### src/rtl/mul_share_arbiter.sv
// mul_share_arbiter
// Shares one external pipelined 32x32 unsigned multiplier between NREQ
// requesters. A round-robin arbiter issues at most one operand pair per
// cycle. A tag pipeline follows each product through the multiplier latency
// and steers it into the owning requester's result register.
//
// Ports:
//   clk, rst             rising-edge clock, synchronous active-high reset
//   req_valid/req_ready  per-requester operand handshake (req_ready = grant)
//   req_a, req_b         packed operands, requester i at [32i+31:32i]
//   rsp_valid/rsp_ready  per-requester product handshake
//   rsp_data             packed products, requester i at [64i+63:64i]
//   mul_a, mul_b         registered operands to the shared multiplier
//   mul_result           multiplier product, MUL_LAT cycles after mul_a/mul_b
//   busy                 any requester has an operation outstanding

module mul_share_arbiter_chk #(
  parameter int NREQ = 4
) (
  input logic            clk,
  input logic            rst,
  input logic [NREQ-1:0] grant,
  input logic [NREQ-1:0] pend,
  input logic [NREQ-1:0] land,
  input logic [NREQ-1:0] rsp_valid
);
  // A requester with an outstanding operation must never be granted again.
  a_no_grant_when_pend: assert property (@(posedge clk) disable iff (rst)
    (grant & pend) == '0);
  // A product must never land on a result register that is still full.
  a_no_land_when_full: assert property (@(posedge clk) disable iff (rst)
    (land & rsp_valid) == '0);
endmodule

module mul_share_arbiter #(
  parameter int NREQ    = 4,
  parameter int MUL_LAT = 3,
  parameter int IDXW    = 2
) (
  input  logic                 clk,
  input  logic                 rst,
  input  logic [NREQ-1:0]      req_valid,
  output logic [NREQ-1:0]      req_ready,
  input  logic [32*NREQ-1:0]   req_a,
  input  logic [32*NREQ-1:0]   req_b,
  output logic [NREQ-1:0]      rsp_valid,
  input  logic [NREQ-1:0]      rsp_ready,
  output logic [64*NREQ-1:0]   rsp_data,
  output logic [31:0]          mul_a,
  output logic [31:0]          mul_b,
  input  logic [63:0]          mul_result,
  output logic                 busy
);

  logic [IDXW-1:0]  ptr_r;
  logic [NREQ-1:0]  pend_r;
  logic [NREQ-1:0]  elig_s;
  logic [NREQ-1:0]  grant_s;
  logic [IDXW-1:0]  gidx_s;
  logic [IDXW-1:0]  idx_s;
  logic             found_s;
  logic [31:0]      a_arr_s [NREQ];
  logic [31:0]      b_arr_s [NREQ];
  logic [31:0]      mul_a_r;
  logic [31:0]      mul_b_r;
  logic [MUL_LAT:0] tag_v_r;
  logic [IDXW-1:0]  tag_k_r [MUL_LAT+1];
  logic [NREQ-1:0]  land_s;
  logic [NREQ-1:0]  hs_s;
  logic [NREQ-1:0]  rsp_valid_r;
  logic [63:0]      rsp_data_r [NREQ];

  // Unpack the operand and result buses into per-requester lanes.
  for (genvar i = 0; i < NREQ; i++) begin : g_lane
    assign a_arr_s[i]              = req_a[32*i +: 32];
    assign b_arr_s[i]              = req_b[32*i +: 32];
    assign rsp_data[64*i +: 64]    = rsp_data_r[i];
    assign land_s[i]               = tag_v_r[MUL_LAT] & (tag_k_r[MUL_LAT] == IDXW'(i));
    assign hs_s[i]                 = rsp_valid_r[i] & rsp_ready[i];
  end

  // One outstanding op per requester keeps its result register free for the landing product.
  assign elig_s = req_valid & ~pend_r;

  // Round-robin search from ptr upward (mod NREQ); first eligible requester wins.
  always_comb begin
    grant_s = '0;
    gidx_s  = '0;
    idx_s   = '0;
    found_s = 1'b0;
    for (int off = 0; off < NREQ; off++) begin
      if ((int'(ptr_r) + off) >= NREQ) begin
        idx_s = IDXW'(int'(ptr_r) + off - NREQ);
      end else begin
        idx_s = IDXW'(int'(ptr_r) + off);
      end
      if (!found_s && elig_s[idx_s]) begin
        found_s = 1'b1;
        gidx_s  = idx_s;
      end else begin
        found_s = found_s;
      end
    end
    if (found_s) begin
      grant_s[gidx_s] = 1'b1;
    end else begin
      grant_s = '0;
    end
  end

  // Pointer advance, operand issue and tag pipeline shift.
  always_ff @(posedge clk) begin
    if (rst) begin
      ptr_r   <= '0;
      mul_a_r <= '0;
      mul_b_r <= '0;
      tag_v_r <= '0;
      for (int j = 0; j <= MUL_LAT; j++) begin
        tag_k_r[j] <= '0;
      end
    end else begin
      if (found_s) begin
        if (int'(gidx_s) == NREQ - 1) begin
          ptr_r <= '0;
        end else begin
          ptr_r <= gidx_s + IDXW'(1);
        end
        mul_a_r <= a_arr_s[gidx_s];
        mul_b_r <= b_arr_s[gidx_s];
      end
      // A bubble (valid 0) enters whenever nothing is granted.
      tag_v_r    <= {tag_v_r[MUL_LAT-1:0], found_s};
      tag_k_r[0] <= gidx_s;
      for (int j = 1; j <= MUL_LAT; j++) begin
        tag_k_r[j] <= tag_k_r[j-1];
      end
    end
  end

  // Result capture, response handshake and outstanding-op tracking.
  always_ff @(posedge clk) begin
    if (rst) begin
      pend_r      <= '0;
      rsp_valid_r <= '0;
      for (int i = 0; i < NREQ; i++) begin
        rsp_data_r[i] <= '0;
      end
    end else begin
      for (int i = 0; i < NREQ; i++) begin
        if (land_s[i]) begin
          rsp_valid_r[i] <= 1'b1;
          rsp_data_r[i]  <= mul_result;
        end else if (hs_s[i]) begin
          rsp_valid_r[i] <= 1'b0;
          rsp_data_r[i]  <= '0;
        end
        // Grant and handshake never coincide on one requester: grant needs pend=0.
        pend_r[i] <= (pend_r[i] & ~hs_s[i]) | grant_s[i];
      end
    end
  end

  assign req_ready = grant_s;
  assign rsp_valid = rsp_valid_r;
  assign mul_a     = mul_a_r;
  assign mul_b     = mul_b_r;
  assign busy      = |pend_r;

  mul_share_arbiter_chk #(.NREQ(NREQ)) u_chk (
    .clk       (clk),
    .rst       (rst),
    .grant     (grant_s),
    .pend      (pend_r),
    .land      (land_s),
    .rsp_valid (rsp_valid_r)
  );

endmodule

### config.mk
export PLATFORM = sky130hd
export DESIGN_NAME = mul_share_arbiter
export DESIGN_NICKNAME = d
export VERILOG_FILES = /design/src/rtl/mul_share_arbiter.sv
export SDC_FILE = /design/constraint.sdc
export NUM_CORES = 1
export LEC_CHECK = 0
export CORE_AREA = 10 10 248 250
export CTS_CLUSTER_DIAMETER = 100
export DETAILED_ROUTE_END_ITERATION = 10
export DIE_AREA = 0 0 258 260
export GPL_ROUTABILITY_DRIVEN = 0
export PLACE_DENSITY = 0.53
export RECOVER_POWER = 100
export SLEW_MARGIN = 20
export SYNTH_ARGS = -nofsm -noshare
export SYNTH_HDL_FRONTEND = slang
export SYNTH_SLANG_ARGS = --single-unit
### constraint.sdc
create_clock -name clk -period 11.6 [get_ports clk]
set_clock_uncertainty 0.1 [all_clocks]
set_input_delay 2.9 -clock clk [delete_from_list [all_inputs] [get_ports clk]]
set_output_delay 2.9 -clock clk [all_outputs]
set_load 0.02 [all_outputs]
[Word-level counts from Yosys, hierarchy flattened]
Memory sizes are Yosys's and may differ from the RTL's.
Cells that the tools add are included.
Storage, ports and cells
  memories: 2
  latch bits: 0
  memory bits (read-only): 0
  RAM bits: 264
  flip-flop bits (word level): 78
  output and inout bits: 329
  input port bits: 330
  word-level logic and storage cells: 163
Operators by class
  equality and inequality tests: 4
  bitwise operators: 35
  $add $sub $neg: 8
  reductions and logical operators: 13
  order comparisons: 11
  $mul: 0
  shifts and indexed selects: 0
  mux-type cells: 81
  divide/modulo/power cells: 0
Memory list
  rsp_data_r: words 4, width 64, rd ports 4, clocked after Yosys merged registers in 0, wr ports 4, line 71  | logic [63:0] rsp_data_r [NREQ];
  tag_k_r: words 4, width 2, rd ports 4, clocked after Yosys merged registers in 0, wr ports 4, line 67  | logic [IDXW-1:0] tag_k_r [MUL_LAT+1];
Operator list (number)
  $mux 64: 8
  $bmux 32 s2: 2
  $mux 32: 4
  $mux 1: 48
  $mux 2: 13
  $or 1x1->1: 16
  $lt 2x3->1 const B: 5
  $and 1x1->1: 12
  $ge 3x3->1 const B: 4
  $bmux 1 s2: 4
  $reduce_bool 2->1: 4
  $sub 2x1->2 const B: 4
  $add 2x2->3 const B: 2
  $and 4x4->4: 1
  $eq 2x1->1 const B: 2
  $eq 2x2->1 const B: 2
  $logic_and 1x1->1: 4
  $mux 4: 1
  $not 1->1: 4
  $not 4->4: 1
  $reduce_or 4->1: 1
  $add 2x1->3 const B: 1
  $ge 2x3->1 const B: 1
  $logic_not 1->1: 3
  other kinds (5): 5

[Depth between registers and ports, before layout]
  depth in word-level cells: 20
  depth in mapped cells: 9
  mapped depth without buffers: 5

[Least setup slack after synthesis]
OpenSTA, ideal clock, no wires.
  path kind: in2out
  from: input port req_valid[3]
  to: output port req_ready[0]
  buffers on the path: 2
  path slack: 4539 ps
  stages on the path: 6
  data arrival time: 4061 ps
  data required time: 8600 ps
  path through: nand2b_1 -> o21ai_0 -> o21ai_1 -> buf_2 -> buf_1 -> and3_1
Between the ends
  word-level cells in the longest chain between the ends: 18
  elaborated cells on any way between the ends: 29
  classes of those cells: order compare (2); mux (19); bitwise (1); reduce/logical (7)
RTL lines
  start: declaration: line 42  | input logic [NREQ-1:0] req_valid,
  $and 4x4->4 *: line 83  | assign elig_s = req_valid & ~pend_r;
  $bmux 1 s2: line 97  | if (!found_s && elig_s[idx_s]) begin
  $mux 1 (not written as such): line 97
  $mux 1: line 97
  $logic_not 1->1: line 97
  $logic_and 1x1->1: line 97
  $mux 1: line 97
  $logic_not 1->1: line 97
  [... 2 more ...]
  $logic_not 1->1: line 97
  $logic_and 1x1->1: line 97
  $mux 2: line 97
  $lt 2x3->1 (not written as such) or $ge 2x1->1 (tied branches): line 105  | grant_s[gidx_s] = 1'b1;
  $logic_and 1x1->1 (not written as such): line 105
  $mux 1 (not written as such): line 105
  $demux 1 s2: line 105
  $mux 4 *: line 104  | if (found_s) begin
  end: declaration: line 43  | output logic [NREQ-1:0] req_ready,
Mark *: on every way between the ends. The rest lies on a longest branch, timed or not. The select of a mux whose other input is x is not followed.

[Final worst setup path]
  from: input port req_valid[1]
  to: output port req_ready[1]
The elaborated chain is that of the path after synthesis.

==> metrics.md <==
| Metric | Value |
|---|---|
| Port buffer count | 658 |
| Largest cells by area after synthesis | edfxtp_1, dfxtp_1, and2_1 |
| Stages on worst setup path | 7 |
| Via density | 4.82 |
| Post-Syn Nets | 1,583 |
| CTS H-tree depth | 2 |
| Pin count of the biggest net entering global routing | 74 |
| Worst skew pair latency | 0.56 ns |
| Total core area | 56,300 sq um |
| Area growth syn-to-layout | 54.4% |
| Yosys warning count | 0 |
| Net switching share of the total power | 36.8% |
| Die width | 258 um |
| DRT iter0 DRCs | 753 |
| Internal power | 2.75 mW |
| Grt total ovfl | 0 |
| Detailed-route wire length | 68,300 um |
| Largest delay share family, worst path | compound AO/OA/AOI/OAI gates |
| Max incr delay on CP | 2.03 ns |
| Crit. End Element | output port |
| Dpl ws | 2.49 ns |
| CP required | 8.60 ns |
| Critical path class | primary input to output port |
| Worst setup path start | req_valid[1] |
| Fmax | 99.2 MHz |
| Max-cap violations | 14 |
| Startpoint types | primary input |
| Power density cells | 186 nW/um^2 |
| Final Hold Vio Count | 0 |
| Comb pwr share | 35.0% |
| Seq/Total Area, Yosys | 62.2% |
| Crit path capture | req_ready[1] |
| Share of power burned in registers | 35.6% |
| CTS tree | done |
| DRC viols | 0 |
| Filler cells | 5,422 |
| Yosys top cell by area | edfxtp_1 |
| Min Tclk post-route | 10.08 ns |
| Io pins | 659 |
| Layout cell share with drive strength beyond 1 | 5.08% |
| Final worst-path setup slack | 1.52 ns |
| Worst Max-Slew Pin Slew | 3.47 ns |
| Syn avg cell area | 12.1 sq um |
| Total track usage | 19.2% |
| ANT nets after route | 0 |
| Psw | 1.60 mW |
| CP Cell Sequence | dlygate4sd3_1, nand2b_1, o21a_1, o22ai_1, nand2_1, inv_1, dlygate4sd3_1 |
| Cells after Synth | 1,253 |
| CP bufs+invs | 3 |
| DRT Pass-1 Iters | 5 |
| Top cell by count, worst path | dlygate4sd3_1 |
| Standby leakage power | 8.64 nW |
| Reg2Reg Depth | 6 |
| CTS Hold Bufs | 0 |
| Post-Syn Area | 15,100 sq um |
| Starting Density | 26.9% |
| Yosys cell types | 40 |
| Vias in the first global route | 13.4k |
| Setup-failing EPs final | 0 |
| FF-to-FF Start | ptr_r[1] |
| Dpl hpwl | 48,800 um |
| Share of the synthesized area in the top cell type | 50.8% |
| Status | finished with violations |
| HP Class | flop to flop |
| Clock power share | 29.4% |
| Worst-path clk slew | 0.05 ns |
| Seq cells post-synth | 342 |
| CTS root buf | clkbuf_16 |
| CTS sink cnt | 342 |
| Slew margin rel. | -131% |
| Die ar. | 67,100 sq um |
| Post-CTS Resized | 0 |
| Setup TNS | 0 ns |
| CP Max Fanout | 28 |
| WP data arrival | 7.08 ns |
| WL per Instance | 25.7 um |
| Post-CTS Setup Inserts | 0 |
| Layout Nets | 2,184 |
| Peak supply drop | 0.128 mV |
| Initial antenna violation count | 18 |
| Flop2flop setup slack | 6.15 ns |
| Slowest-stage cell, CP | o22ai_1 |
| Total CTS buffers | 43 |
| RSZ-0062 raised after global routing | false |
| Worst flop-to-flop path endpoint | mul_a[5] |
| Clk buf depth | 3 |
| Final Cycle Share | 86.9% |
| Final Slew Violations | 753 |
| Row Count | 87 |
| Chip height | 260 um |
| Failing checks | max-capacitance violations, max-slew violations |
| Vias | 12.8k |
| First-pass GRT wire length | 96,300 um |
==> power by group through the flow <==
| stage | Clock (mW) | Combinational, mW | Sequential, mW |
|---|---|---|---|
| 4_1_cts | 1.32 | 1.62 | 1.55 |
| 2_1_floorplan | 0 | 0.761 | 1.74 |
| 3_3_place_gp | 0 | 1.61 | 1.57 |
| 5_1_grt | 1.36 | 1.62 | 1.57 |
| 6_report | 1.28 | 1.52 | 1.55 |
| 3_5_place_dp | 0 | 1.62 | 1.57 |
==> placed cells by master, fill, tap and decap left out, drive strengths merged, types with 10 or more instances in the layout <==
master,n
a41oi,64
nor2b,10
nor2,13
nand2,77
edfxtp,256
clkdlybuf4s50,328
a21o,68
buf,10
diode,12
nand4,128
o21ai,71
clkbuf,61
and2,257
clkinv,25
dfxtp,86
dlygate4sd3,329
nand3,65
==> worst min path at each step <==
stage,start,endpoint,slack [ns],depth (start not counted)
final,tag_k_r[0][4],tag_k_r[0][6],0.33,1
after global routing,tag_k_r[0][1],tag_k_r[0][3],0.35,1
after CTS,tag_k_r[0][1],tag_k_r[0][3],0.34,1
after detailed placement,tag_v_r[1],tag_v_r[2],0.32,1
after global placement,tag_k_r[0][4],tag_k_r[0][6],0.32,1
after floorplan,tag_k_r[0][0],tag_k_r[0][2],0.31,1
==> final cells by class <==
| type | instances | area, sq um | area share (%) |
|---|---|---|---|
| inverters | 3 | 11.3 | 0.0482 |
| clock buffers | 49 | 1100 | 4.71 |
| diodes | 12 | 30.0 | 0.129 |
| multi-input cells | 785 | 4910 | 21.0 |
| well taps | 756 | 946 | 4.05 |
| repair buffers | 679 | 6700 | 28.7 |
| flip-flops and latches | 342 | 9410 | 40.3 |
| clock inverters | 30 | 238 | 1.02 |
==> cell families (layout without fill, tap and decap cells) <==
| kind of cell | count (synthesis) | in the layout | synth area share [%] |
|---|---|---|---|
| other | 0 | 12 | 0 |
| DFF | 342 | 342 | 62.2 |
| buffers and inverters | 126 | 761 | 4.08 |
| and+or+nand+nor | 568 | 568 | 21.7 |
| AOI/OAI and AO/OA | 217 | 217 | 12.0 |
==> cell usage after synthesis, drive strengths merged <==
master	n
a211o	1
a31oi	1
a211oi	2
a41oi	64
nand4	128
o22ai	1
nor3b	2
a32oi	1
and2	257
o21a	2
nand2	77
and3	1
inv	3
nand2b	6
buf	36
edfxtp	256
and4bb	1
a21oi	5
nand3	65
o21ai	71
dfxtp	86
nor4b	1
nor3	4
and3b	1
or4	1
a2bb2oi	1
a21o	68
nand3b	1
nor2b	10
nor2	13
clkbuf	87
==> per-stage QoR <==
| step | cell area (sq um) | cells | util (%) | power, mW | hold WS (ns) |
|---|---|---|---|---|---|
| after floorplan | 15100 | 1253 | - | 2.50 | 0.314 |
| after global placement | 22300 | 2565 | 39.6 | 3.18 | 0.318 |
| after detailed placement | 22300 | 2565 | 39.6 | 3.19 | 0.323 |
| after CTS | 23600 | 2644 | 42.0 | 4.50 | 0.337 |
| after global routing | 23300 | 2652 | 41.5 | 4.55 | 0.349 |
| final | 23300 | 2656 | 41.5 | 4.35 | 0.335 |
==> sequential cells by signal, summed over array words and instances (netlist names) <==
name / cells
mul_b: 32
tag_k_r: 8
rsp_valid: 4
ptr_r: 2
pend_r: 4
tag_v_r: 4
rsp_data_r: 256
mul_a: 32
==> per-layer routing <==
layer	track usage (%)	up-vias	part of all wire, %
met5	0	-	0.10
met4	7.11	10	2.7
met3	7.83	84	10
met2	33.6	577	50
met1	20.7	6256	37
li1	-	5874	-
No activity file was read; power rests on OpenSTA's default activity.
